### src/rtl/pkg_link_writer_pkg.sv
// Shared types and widths for the linked-list packet memory write side.
// The writer, its pop gate and the future reader/descriptor FIFO all import this.
// Holds the FSM encoding, default widths and small width-derivation helpers.
package pkg_link_writer_pkg;

  // Writer FSM states
  typedef enum logic [1:0] {
    ST_IDLE  = 2'd0,
    ST_WRITE = 2'd1,
    ST_NEXT  = 2'd2,
    ST_DESC  = 2'd3
  } state_t;

  // Default geometry: 16 pages of 16 words, 16-bit words
  localparam int DEF_ADDR_WIDTH = 8;
  localparam int DEF_PAGE_LOG   = 4;
  localparam int DEF_DATA_WIDTH = 16;

  // Descriptor field widths (head/tail page, word count 1..2^ADDR_WIDTH)
  localparam int DESC_PAGE_W = DEF_PAGE_LOG;
  localparam int DESC_LEN_W  = DEF_ADDR_WIDTH + 1;

  // Statistics counter width
  localparam int STAT_W = 16;

  // Word offset inside a page is whatever address bits the page index leaves
  function automatic int offset_width(input int addr_w, input int page_w);
    return addr_w - page_w;
  endfunction

  // Counter width able to hold the value pop_gap
  function automatic int gap_width(input int pop_gap);
    return (pop_gap < 1) ? 1 : $clog2(pop_gap + 1);
  endfunction

endpackage

### src/rtl/pkg_link_writer_if.sv
// Bus bundle between the packet writer and its environment.
// slave: the writer's view; master: the environment driving words, free table, descriptor sink.
// Carries the word stream, free-table pop port, data/link RAM write ports and descriptor.
interface pkg_link_writer_if
  import pkg_link_writer_pkg::*;
#(
  parameter int ADDR_WIDTH        = DEF_ADDR_WIDTH,
  parameter int ADDR_PAGE_NUM_LOG = DEF_PAGE_LOG,
  parameter int DATA_WIDTH        = DEF_DATA_WIDTH
) ();

  logic                         pkt_valid;
  logic                         pkt_ready;
  logic [DATA_WIDTH-1:0]        pkt_data;
  logic                         pkt_last;

  logic                         free_read_req;
  logic [ADDR_PAGE_NUM_LOG-1:0] free_read_addr;
  logic                         free_empty;

  logic                         ram_write_en;
  logic [ADDR_WIDTH-1:0]        ram_write_addr;
  logic [DATA_WIDTH-1:0]        ram_write_data;

  logic                         link_write_en;
  logic [ADDR_PAGE_NUM_LOG-1:0] link_write_addr;
  logic [ADDR_PAGE_NUM_LOG-1:0] link_write_data;

  logic                         desc_valid;
  logic                         desc_ready;
  logic [ADDR_PAGE_NUM_LOG-1:0] desc_head;
  logic [ADDR_PAGE_NUM_LOG-1:0] desc_tail;
  logic [ADDR_WIDTH:0]          desc_len;

  modport slave (
    input  pkt_valid, pkt_data, pkt_last, free_read_addr, free_empty, desc_ready,
    output pkt_ready, free_read_req, ram_write_en, ram_write_addr, ram_write_data,
           link_write_en, link_write_addr, link_write_data,
           desc_valid, desc_head, desc_tail, desc_len
  );

  modport master (
    output pkt_valid, pkt_data, pkt_last, free_read_addr, free_empty, desc_ready,
    input  pkt_ready, free_read_req, ram_write_en, ram_write_addr, ram_write_data,
           link_write_en, link_write_addr, link_write_data,
           desc_valid, desc_head, desc_tail, desc_len
  );

endinterface

### src/rtl/pkg_link_writer_pop_gate.sv
// Pop gate: decides when the free-page table head may be popped.
// Latency: pop_ok is combinational; after a pop it stays low for POP_GAP cycles.
// Backpressure: pop_ok is low while the table is empty or the gap is still running.
module pkg_link_pop_gate
  import pkg_link_writer_pkg::*;
#(
  parameter int POP_GAP = 2
) (
  input  logic clk,
  input  logic rst_n,
  input  logic pop,
  input  logic free_empty,
  output logic pop_ok
);

  localparam int GW = gap_width(POP_GAP);
  localparam logic [GW-1:0] GAP_LOAD = GW'(POP_GAP);

  logic [GW-1:0] gap;

  // Reload on every pop, then count down to zero while the table settles
  always_ff @(posedge clk or negedge rst_n) begin
    if (!rst_n) begin
      gap <= '0;
    end else if (pop) begin
      gap <= GAP_LOAD;
    end else if (gap != '0) begin
      gap <= gap - GW'(1);
    end
  end

  assign pop_ok = (gap == '0) && !free_empty;

endmodule

### src/rtl/pkg_link_writer.sv
// Packet writer: pops free pages, writes words to data RAM, chains pages in link RAM, emits a descriptor.
// Latency: RAM write in the handshake cycle; descriptor valid the cycle after the last word.
// Backpressure: pkt_ready drops at each page crossing, while no page can be popped, and until the descriptor is taken.
// Optional statistics counters are built when PKG_LINK_WRITER_STAT_EN is defined.
module pkg_link_writer
  import pkg_link_writer_pkg::*;
#(
  parameter int ADDR_WIDTH        = DEF_ADDR_WIDTH,
  parameter int ADDR_PAGE_NUM_LOG = DEF_PAGE_LOG,
  parameter int DATA_WIDTH        = DEF_DATA_WIDTH,
  parameter int POP_GAP           = 2
) (
  input  logic                clk,
  input  logic                rst_n,
  pkg_link_writer_if.slave    bus
`ifdef PKG_LINK_WRITER_STAT_EN
  ,
  input  logic                stat_clr,
  output logic [STAT_W-1:0]   stat_pkt_cnt,
  output logic [STAT_W-1:0]   stat_stall_cnt
`endif
);

  localparam int OW = offset_width(ADDR_WIDTH, ADDR_PAGE_NUM_LOG);
  localparam int LW = ADDR_WIDTH + 1;

  state_t                       state;
  logic                         run;
  logic [ADDR_PAGE_NUM_LOG-1:0] cur_page;
  logic [ADDR_PAGE_NUM_LOG-1:0] head;
  logic [ADDR_PAGE_NUM_LOG-1:0] tail;
  logic [OW-1:0]                offset;
  logic [LW-1:0]                len;
  logic                         ready_q;
  logic                         desc_vld_q;

  logic                         pop_ok;
  logic                         pop;
  logic                         hs;
  logic                         link_en;

  // run keeps IDLE from popping while reset is asserted (pkt_valid may already be high)
  assign hs      = bus.pkt_valid && ready_q;
  assign pop     = pop_ok && (((state == ST_IDLE) && run && bus.pkt_valid) || (state == ST_NEXT));
  assign link_en = pop && (state == ST_NEXT);

  pkg_link_pop_gate #(.POP_GAP(POP_GAP)) u_pop_gate (
    .clk        (clk),
    .rst_n      (rst_n),
    .pop        (pop),
    .free_empty (bus.free_empty),
    .pop_ok     (pop_ok)
  );

  assign bus.pkt_ready       = ready_q;
  assign bus.free_read_req   = pop;
  assign bus.ram_write_en    = hs;
  assign bus.ram_write_addr  = {cur_page, offset};
  assign bus.ram_write_data  = hs ? bus.pkt_data : '0;
  assign bus.link_write_en   = link_en;
  assign bus.link_write_addr = link_en ? cur_page : '0;
  assign bus.link_write_data = link_en ? bus.free_read_addr : '0;
  assign bus.desc_valid      = desc_vld_q;
  assign bus.desc_head       = head;
  assign bus.desc_tail       = tail;
  assign bus.desc_len        = len;

  // Main FSM: page allocation, word placement and descriptor hand-off
  always_ff @(posedge clk or negedge rst_n) begin
    if (!rst_n) begin
      state      <= ST_IDLE;
      run        <= 1'b0;
      cur_page   <= '0;
      head       <= '0;
      tail       <= '0;
      offset     <= '0;
      len        <= '0;
      ready_q    <= 1'b0;
      desc_vld_q <= 1'b0;
    end else begin
      run <= 1'b1;
      case (state)
        ST_IDLE: begin
          if (pop) begin
            head     <= bus.free_read_addr;
            cur_page <= bus.free_read_addr;
            offset   <= '0;
            len      <= '0;
            ready_q  <= 1'b1;
            state    <= ST_WRITE;
          end
        end
        ST_WRITE: begin
          if (hs) begin
            len    <= len + LW'(1);
            offset <= offset + OW'(1);
            // Last word wins over page-full: an exactly full final page pops nothing
            if (bus.pkt_last) begin
              tail       <= cur_page;
              ready_q    <= 1'b0;
              desc_vld_q <= 1'b1;
              state      <= ST_DESC;
            end else if (offset == '1) begin
              ready_q <= 1'b0;
              state   <= ST_NEXT;
            end
          end
        end
        ST_NEXT: begin
          if (pop) begin
            cur_page <= bus.free_read_addr;
            ready_q  <= 1'b1;
            state    <= ST_WRITE;
          end
        end
        ST_DESC: begin
          if (bus.desc_ready) begin
            desc_vld_q <= 1'b0;
            state      <= ST_IDLE;
          end
        end
        default: state <= ST_IDLE;
      endcase
    end
  end

`ifdef PKG_LINK_WRITER_STAT_EN
  // Saturating packet and free-table-stall counters
  always_ff @(posedge clk or negedge rst_n) begin
    if (!rst_n) begin
      stat_pkt_cnt   <= '0;
      stat_stall_cnt <= '0;
    end else if (stat_clr) begin
      stat_pkt_cnt   <= '0;
      stat_stall_cnt <= '0;
    end else begin
      if (desc_vld_q && bus.desc_ready && (stat_pkt_cnt != '1)) begin
        stat_pkt_cnt <= stat_pkt_cnt + STAT_W'(1);
      end
      if (((state == ST_IDLE) || (state == ST_NEXT)) && bus.pkt_valid && bus.free_empty &&
          (stat_stall_cnt != '1)) begin
        stat_stall_cnt <= stat_stall_cnt + STAT_W'(1);
      end
    end
  end
`endif

endmodule

### src/flat_wrapper.sv
// flat-port wrapper written by rule: the top's interface ports become plain ports
module pkg_link_writer_flat import pkg_link_writer_pkg::*;
#(
  parameter int ADDR_WIDTH        = DEF_ADDR_WIDTH,
  parameter int ADDR_PAGE_NUM_LOG = DEF_PAGE_LOG,
  parameter int DATA_WIDTH        = DEF_DATA_WIDTH,
  parameter int POP_GAP           = 2
)
  (clk, rst_n, bus_pkt_valid, bus_pkt_data, bus_pkt_last, bus_free_read_addr, bus_free_empty, bus_desc_ready, bus_pkt_ready, bus_free_read_req, bus_ram_write_en, bus_ram_write_addr, bus_ram_write_data, bus_link_write_en, bus_link_write_addr, bus_link_write_data, bus_desc_valid, bus_desc_head, bus_desc_tail, bus_desc_len);
  pkg_link_writer_if #(.ADDR_WIDTH(ADDR_WIDTH), .ADDR_PAGE_NUM_LOG(ADDR_PAGE_NUM_LOG), .DATA_WIDTH(DATA_WIDTH)) bus_i ();
  input  logic clk;
  input  logic rst_n;
  input wire logic [$bits(bus_i.pkt_valid)-1:0] bus_pkt_valid;
  input wire logic [$bits(bus_i.pkt_data)-1:0] bus_pkt_data;
  input wire logic [$bits(bus_i.pkt_last)-1:0] bus_pkt_last;
  input wire logic [$bits(bus_i.free_read_addr)-1:0] bus_free_read_addr;
  input wire logic [$bits(bus_i.free_empty)-1:0] bus_free_empty;
  input wire logic [$bits(bus_i.desc_ready)-1:0] bus_desc_ready;
  output wire logic [$bits(bus_i.pkt_ready)-1:0] bus_pkt_ready;
  output wire logic [$bits(bus_i.free_read_req)-1:0] bus_free_read_req;
  output wire logic [$bits(bus_i.ram_write_en)-1:0] bus_ram_write_en;
  output wire logic [$bits(bus_i.ram_write_addr)-1:0] bus_ram_write_addr;
  output wire logic [$bits(bus_i.ram_write_data)-1:0] bus_ram_write_data;
  output wire logic [$bits(bus_i.link_write_en)-1:0] bus_link_write_en;
  output wire logic [$bits(bus_i.link_write_addr)-1:0] bus_link_write_addr;
  output wire logic [$bits(bus_i.link_write_data)-1:0] bus_link_write_data;
  output wire logic [$bits(bus_i.desc_valid)-1:0] bus_desc_valid;
  output wire logic [$bits(bus_i.desc_head)-1:0] bus_desc_head;
  output wire logic [$bits(bus_i.desc_tail)-1:0] bus_desc_tail;
  output wire logic [$bits(bus_i.desc_len)-1:0] bus_desc_len;
  assign bus_i.pkt_valid = bus_pkt_valid;
  assign bus_i.pkt_data = bus_pkt_data;
  assign bus_i.pkt_last = bus_pkt_last;
  assign bus_i.free_read_addr = bus_free_read_addr;
  assign bus_i.free_empty = bus_free_empty;
  assign bus_i.desc_ready = bus_desc_ready;
  assign bus_pkt_ready = bus_i.pkt_ready;
  assign bus_free_read_req = bus_i.free_read_req;
  assign bus_ram_write_en = bus_i.ram_write_en;
  assign bus_ram_write_addr = bus_i.ram_write_addr;
  assign bus_ram_write_data = bus_i.ram_write_data;
  assign bus_link_write_en = bus_i.link_write_en;
  assign bus_link_write_addr = bus_i.link_write_addr;
  assign bus_link_write_data = bus_i.link_write_data;
  assign bus_desc_valid = bus_i.desc_valid;
  assign bus_desc_head = bus_i.desc_head;
  assign bus_desc_tail = bus_i.desc_tail;
  assign bus_desc_len = bus_i.desc_len;
  pkg_link_writer #(.ADDR_WIDTH(ADDR_WIDTH), .ADDR_PAGE_NUM_LOG(ADDR_PAGE_NUM_LOG), .DATA_WIDTH(DATA_WIDTH), .POP_GAP(POP_GAP)) u_core (.clk(clk), .rst_n(rst_n), .bus(bus_i));
endmodule
### config.mk
export PLATFORM = sky130hd
export DESIGN_NAME = pkg_link_writer_flat
export DESIGN_NICKNAME = d
export VERILOG_FILES = /design/src/rtl/pkg_link_writer_pkg.sv /design/src/rtl/pkg_link_writer_if.sv /design/src/rtl/pkg_link_writer_pop_gate.sv /design/src/rtl/pkg_link_writer.sv /design/src/flat_wrapper.sv
export SDC_FILE = /design/constraint.sdc
export NUM_CORES = 1
export LEC_CHECK = 0
export ABC_AREA = 1
export BUFFER_PORTS_ARGS = -buffer_cell sky130_fd_sc_hd__buf_2
export CAP_MARGIN = 5
export CELL_PAD_IN_SITES_DETAIL_PLACEMENT = 0
export CELL_PAD_IN_SITES_GLOBAL_PLACEMENT = 2
export CORE_MARGIN = 3
export CORE_UTILIZATION = 26
export DETAILED_ROUTE_END_ITERATION = 8
export GPL_TIMING_DRIVEN = 0
export PLACE_DENSITY_LB_ADDON = 0.1
export SLEW_MARGIN = 20
export SYNTH_ARGS = -nofsm -noshare
export SYNTH_HDL_FRONTEND = slang
export SYNTH_SLANG_ARGS = --single-unit
export TNS_END_PERCENT = 20
### constraint.sdc
create_clock -name clk -period 2.65 [get_ports clk]
set_input_delay 0.53 -clock clk [delete_from_list [all_inputs] [get_ports clk]]
set_output_delay 0.53 -clock clk [all_outputs]
set_load 0.1 [all_outputs]
* Yosys cells after proc, flatten, opt, wreduce, memory -nomap -nowiden
Cells that the tools add are included.
** Operators by class
- Reduce and logical (&&, ||, !) cells :: 23
- Multiplexer cells :: 26
- $add $sub $neg :: 3
- Equality and inequality tests :: 10
** Operators by type and width (count)
- $mux W9 :: 2
- $pmux W9 S2 :: 1
- $mux W16 :: 1
- $mux W4 :: 4
- $mux W2 :: 7
- $reduce_and A4 Y1 :: 3
- $reduce_bool A2 Y1 :: 5
- $add A9 B1 Y9 const B :: 1
- $pmux W4 S2 :: 1
- $mux W1 :: 7
- $logic_and A1 B1 Y1 :: 6
- $ne A2 B1 Y1 const B :: 3
- $pmux W2 S3 :: 1
- $reduce_and A3 Y1 :: 2
- $add A4 B1 Y4 const B :: 1
- $eq A2 B2 Y1 const B :: 2
- $eq A4 B4 Y1 const B :: 1
- $logic_not A2 Y1 :: 2
- $ne A2 B2 Y1 const B :: 2
- $pmux W1 S2 :: 2
- $reduce_and A2 Y1 :: 2
- $ne A3 B2 Y1 const B :: 1
- $eq A2 B1 Y1 const B :: 1
- $reduce_or A2 Y1 :: 1
- other kinds (3) :: 3
** Storage, ports and cells
- Input bits :: 26
- Output and inout port bits :: 54
- Register bits after elaboration :: 32
- Word-level logic and storage cells :: 72

* Longest topological paths before layout
- Depth in word-level cells :: 7
- Mapped depth :: 10
- Mapped depth without buffers :: 9

* Modules after synthesis
A second synthesis with hierarchy kept.
** Second synthesis, totals
- Cells, all modules :: 240
- Area total of the unflattened synthesis :: 1828.0 um^2
** By module, submodules not included
- pkg_link_writer :: cells each 225, seq. area each 750.7 um^2, area each 1716.6 um^2, instances 1
- pkg_link_pop_gate :: cells each 15, seq. area each 50.0 um^2, area each 111.4 um^2, instances 1

* Worst setup path after synthesis
Ideal clock, no wire load.
- Path kind :: input -> output
- From :: input port bus_free_empty
- To :: output port bus_link_write_addr[0]
- Path buffers :: 0
- Data arrival time :: 3685 ps
- Stages on the path :: 4
- Slack :: -1565 ps
- Required time :: 2120 ps
- Cells stage by stage :: nand3b_1 > nor2_1 > inv_1 > nor2_1
** Between the ends
- Cells in the longest elaborated chain, start to end :: 5
** Ends and longest elaborated chain
- start: declaration :: RTL line flat_wrapper.sv:17 : input wire logic [$bits(bus_i.free_empty)-1:0] bus_free_empty;
- $logic_not A1 Y1 :: RTL line pkg_link_writer_pop_gate.sv:32 : assign pop_ok = (gap == '0) && !free_empty;
- $logic_and A1 B1 Y1 :: RTL line pkg_link_writer_pop_gate.sv:32
- $logic_and A1 B1 Y1 :: RTL line pkg_link_writer.sv:44 : assign pop = pop_ok && (((state == ST_IDLE) && run && bus.pkt_valid) || (state == ST_NEXT));
- $logic_and A1 B1 Y1 :: RTL line pkg_link_writer.sv:45 : assign link_en = pop && (state == ST_NEXT);
- named net bus_link_write_en :: RTL line flat_wrapper.sv:24 : output wire logic [$bits(bus_i.link_write_en)-1:0] bus_link_write_en;
- $mux W4 :: RTL line pkg_link_writer.sv:61 : assign bus.link_write_addr = link_en ? cur_page : '0;
- end: declaration :: RTL line flat_wrapper.sv:25 : output wire logic [$bits(bus_i.link_write_addr)-1:0] bus_link_write_addr;
The timed path passes the listed nets, and every way through them passes these cells.

* Worst setup path after layout
- From :: register u_core.u_pop_gate.gap[0]
- To :: output port bus_link_write_data[2]
** Between the ends
- Cells in the longest elaborated chain, start to end :: 5
** Ends and longest elaborated chain
- start: declaration :: RTL line pkg_link_writer_pop_gate.sv:19 : logic [GW-1:0] gap;
- start signal: assignment :: RTL line pkg_link_writer_pop_gate.sv:28 : gap <= gap - GW'(1);
- $logic_not A2 Y1 :: RTL line pkg_link_writer_pop_gate.sv:32
- $logic_and A1 B1 Y1 :: RTL line pkg_link_writer_pop_gate.sv:32
- $logic_and A1 B1 Y1 :: RTL line pkg_link_writer.sv:44
- $logic_and A1 B1 Y1 :: RTL line pkg_link_writer.sv:45
- $mux W4 :: RTL line pkg_link_writer.sv:62 : assign bus.link_write_data = link_en ? bus.free_read_addr : '0;
- end: declaration :: RTL line flat_wrapper.sv:26 : output wire logic [$bits(bus_i.link_write_data)-1:0] bus_link_write_data;
Every way passes these cells.

==> results by group <==
Setup path
  • Crit path cell chain: inv_1, ha_1, nand3b_1, nor2_4, inv_1, nor2_4, clkbuf_4
  • Setup CP Type: flip-flop to output pin
  • Crit path launch: u_core.u_pop_gate.gap[0]$_DFFE_PN0P_
  • Worst path max stage delay: 0.36 ns
  • Crit path max fanout: 8
  • R2r setup slk: 1.04 ns
  • Setup crit end kind: output pin
  • Launching point of the worst reg2reg path: u_core.u_pop_gate.gap[0]$_DFFE_PN0P_
  • Worst path arrival time: 1.96 ns
  • Critical path startpoint category: flip-flop
  • Buf/Inv on CP: 3
  • Crit path required time: 2.12 ns
  • Largest delay share family, worst path: buffers and inverters
  • Critical path's slowest cell: dfrtp_1

Synthesis
  • Simple-gate portion of the synthesized area: 31.2%
  • Main synth FF type: dfrtp_1
  • Synthesized net count: 269
  • Syn Inst Count: 240
  • Register area share after synthesis: approximately 46%
  • Mapped Area: 1750 sq um
  • Synth Warn #: 0
  • Mux share of post-synthesis cell area: 0%
  • XOR/XNOR Fraction of Synth Area: 0.999%
  • Avg Synthesized Cell Area: approximately 7.3 sq um
  • Largest family of logic cells by synthesized area: simple AND/OR/NAND/NOR gates
  • Synth cell types: 27
  • Async set-reset flop share out of synthesis: between 90% and 100%
  • Seq cells post-synth: 32
  • Synth Area in Compound Gates: 9.14%
  • Post-synth EDFFs: 0
  • Synth Area in Adders: 2.14%

GRT
  • Grt met2 use: between 20 and 25%
  • Largest net degree at the start of global routing: 33
  • Initial antenna violation count: 0
  • First-pass GRT wire length: 7670 microns
  • GRT Overall Usage: approximately an eighth
  • Grt ovf: 0
  • Vias in the first global route: 1607
  • GRT met1 Usage: 15.7%
  • Gr busiest metal: met2
  • Met3 Track Usage GR: 4.23%

Floorplanning
  • CORE AREA: about 6500 sq um
  • Die Ht: 88.1 microns
  • Initial core utilization: 27.1%
  • Ports: 80
  • Die area: 7760 sq um
  • Site Rows: 29
  • Die W: 88.1 microns

Placed design
  • GPL Wtd Cong: 0.770
  • IO buf count: 79
  • Setup WS pre-CTS: 0.275 ns
  • Post-detailed-placement half-perimeter wirelength: approximately 3600 microns

STA
  • Clock Skew: approximately 0.0067 ns
  • Worst-Margin Slew: 0.765 ns
  • Final count of hold timing violations: 0
  • RSZ-0062 raised after global routing: no
  • PnR worst setup slack: 0.161 ns
  • Slew HR: a little under 50%
  • Highest Clock Rate: 402 MHz
  • Crit share post-route: 93.9%
  • # setup viols final: 0
  • Setup_tns: 0 ns
  • Final Hold Slack: 0.313 ns
  • Final Max Slew Viols: 0
  • Fin crit period: approximately 2.5 ns

Clocking
  • TritonCTS Buffers: 5
  • Post CTS Setup Buffer Count: 0
  • Clk buf depth: 2
  • CTS Hold Bufs: 0
  • Clock latency on the worst-skew pair: 0.29 ns
  • Clk slew on worst S/H paths: 0.07 ns
  • Post_cts resized: 0
  • Clock sink count: 32
  • Root Driver: clkbuf_8
  • CTS tree: built
  • Htree depth: 2

Power
  • VDD IR max: 0.000531 V
  • Pwr Density: 1240 nW/um^2
  • P_leak: 1.43 nW

Run status
  • Status: completed

Final layout
  • Final Net Count: 355
  • Area Growth Syn to Fin: 41.7%
  • Most frequent cells in the layout: buf_2, nand2_1, inv_1
  • Commonest non-fill, non-tap cell in the layout: buf_2
  • Number of diodes: 0
  • Fraction of layout cells with a size suffix above 1: 37.0%
  • Final core utilization: between 30% and 40%

Routing
  • Routed WL: about 4700 microns
  • Vias after detailed routing: 1688
  • ANT nets after route: 0
  • TritonRoute pass-1 iters: 4
  • Starting DRT DRC Count: 72
  • Vias per cell: 4.18
  • Average routed wire per standard cell: about 12 microns
  • Post-route DRC: 0

Run
  • Max Cap Violations: 0

Min path
  • Hold crit path type: primary input to asynchronous set/reset pin
==> kinds of logic after synthesis <==
group,count (synthesis)
compound gates,29
xor+xnor,2
fa+ha+maj,3
buf+inv,47
flops,32
other cells,1
simple gates,126
==> state kept, by name, summed over array words and instances (netlist names) <==
register,cells
u_core.bus.desc_head,4
u_core.bus.desc_len,9
u_core.bus.desc_tail,4
u_core.bus.desc_valid,1
u_core.bus.pkt_ready,1
u_core.cur_page,4
u_core.offset,4
u_core.run,1
u_core.state,2
u_core.u_pop_gate.gap,2
==> worst register-to-register path, cell delays in order (launching register included) <==
cell and delay [ns]:
dfrtp_1 0.36, inv_1 0.08, ha_1 0.19, inv_1 0.06
nor2_1 0.12, nand3_2 0.13, nand2_2 0.12, nand2_2 0.13
buf_6 0.18, nand2_1 0.07, o21ai_2 0.05
==> power by group <==
| part | switching [W] | internal (W) | total [W] | leakage (nW) |
|---|---|---|---|---|
| sequential | 0.000101 | 0.000626 | 0.000727 | 0.423 |
| clock | 0.000188 | 0.000332 | 0.000520 | 0.0645 |
| combinational | 0.00153 | 0.000289 | 0.00182 | 0.940 |
==> area by class of cell <==
| class | instances | area [sq um] |
|---|---|---|
| fillers | 709 | 3980 |
| plain buffers | 4 | 25.0 |
| inverters | 43 | 161 |
| flip-flops and latches | 32 | 801 |
| well taps | 77 | 96.3 |
| clock buffers | 7 | 96.3 |
| repair buffers | 79 | 415 |
| multi-input cells | 161 | 858 |
| clock inverters | 1 | 30.0 |
==> through the flow <==
| stage | power (W) | instances | area [sq um] |
|---|---|---|---|
| 2_1_floorplan | 0.00226 | 240 | 1850 |
| 3_3_place_gp | 0.00258 | 396 | 2340 |
| 3_5_place_dp | 0.00258 | 396 | 2340 |
| 4_1_cts | 0.00311 | 404 | 2460 |
| 5_1_grt | 0.00325 | 404 | 2480 |
| 6_report | 0.00307 | 404 | 2480 |
==> routing by layer <==
metal,up-vias,routed length (microns)
li1,903,-
met1,736,2070
met2,42,2270
met3,7,339
met4,0,52
met5,-,0
==> cell usage after synthesis (3+ instances only) <==
cell type  instances  share of area (%)
nor2_1            35                7.5
nand3_1           15                4.3
nand2_2            3                1.1
inv_1             41                8.8
nand4_1            3                1.1
o21bai_1           3                1.3
ha_1               3                2.1
dfrtp_1           32                 46
nand2_1           61                 13
nand3b_1           3                1.3
o21ai_0           18                5.1
a21oi_1            4                1.1
==> path summary, 6_finish.rpt <==
kind                       depth (start not counted)                                  to
hold reg to reg                                    2   u_core.bus.desc_valid$_DFFE_PN0P_
hold / removal                                     1  u_core.bus.desc_len[2]$_DFFE_PN0P_
min in group clk                                   2   u_core.bus.desc_valid$_DFFE_PN0P_
max in group asynchronous                          1  u_core.bus.desc_len[3]$_DFFE_PN0P_
setup reg to reg                                  10  u_core.bus.desc_len[0]$_DFFE_PN0P_
setup / recovery                                   7              bus_link_write_data[2]
Note: power is estimated with default switching activity, not from simulation.
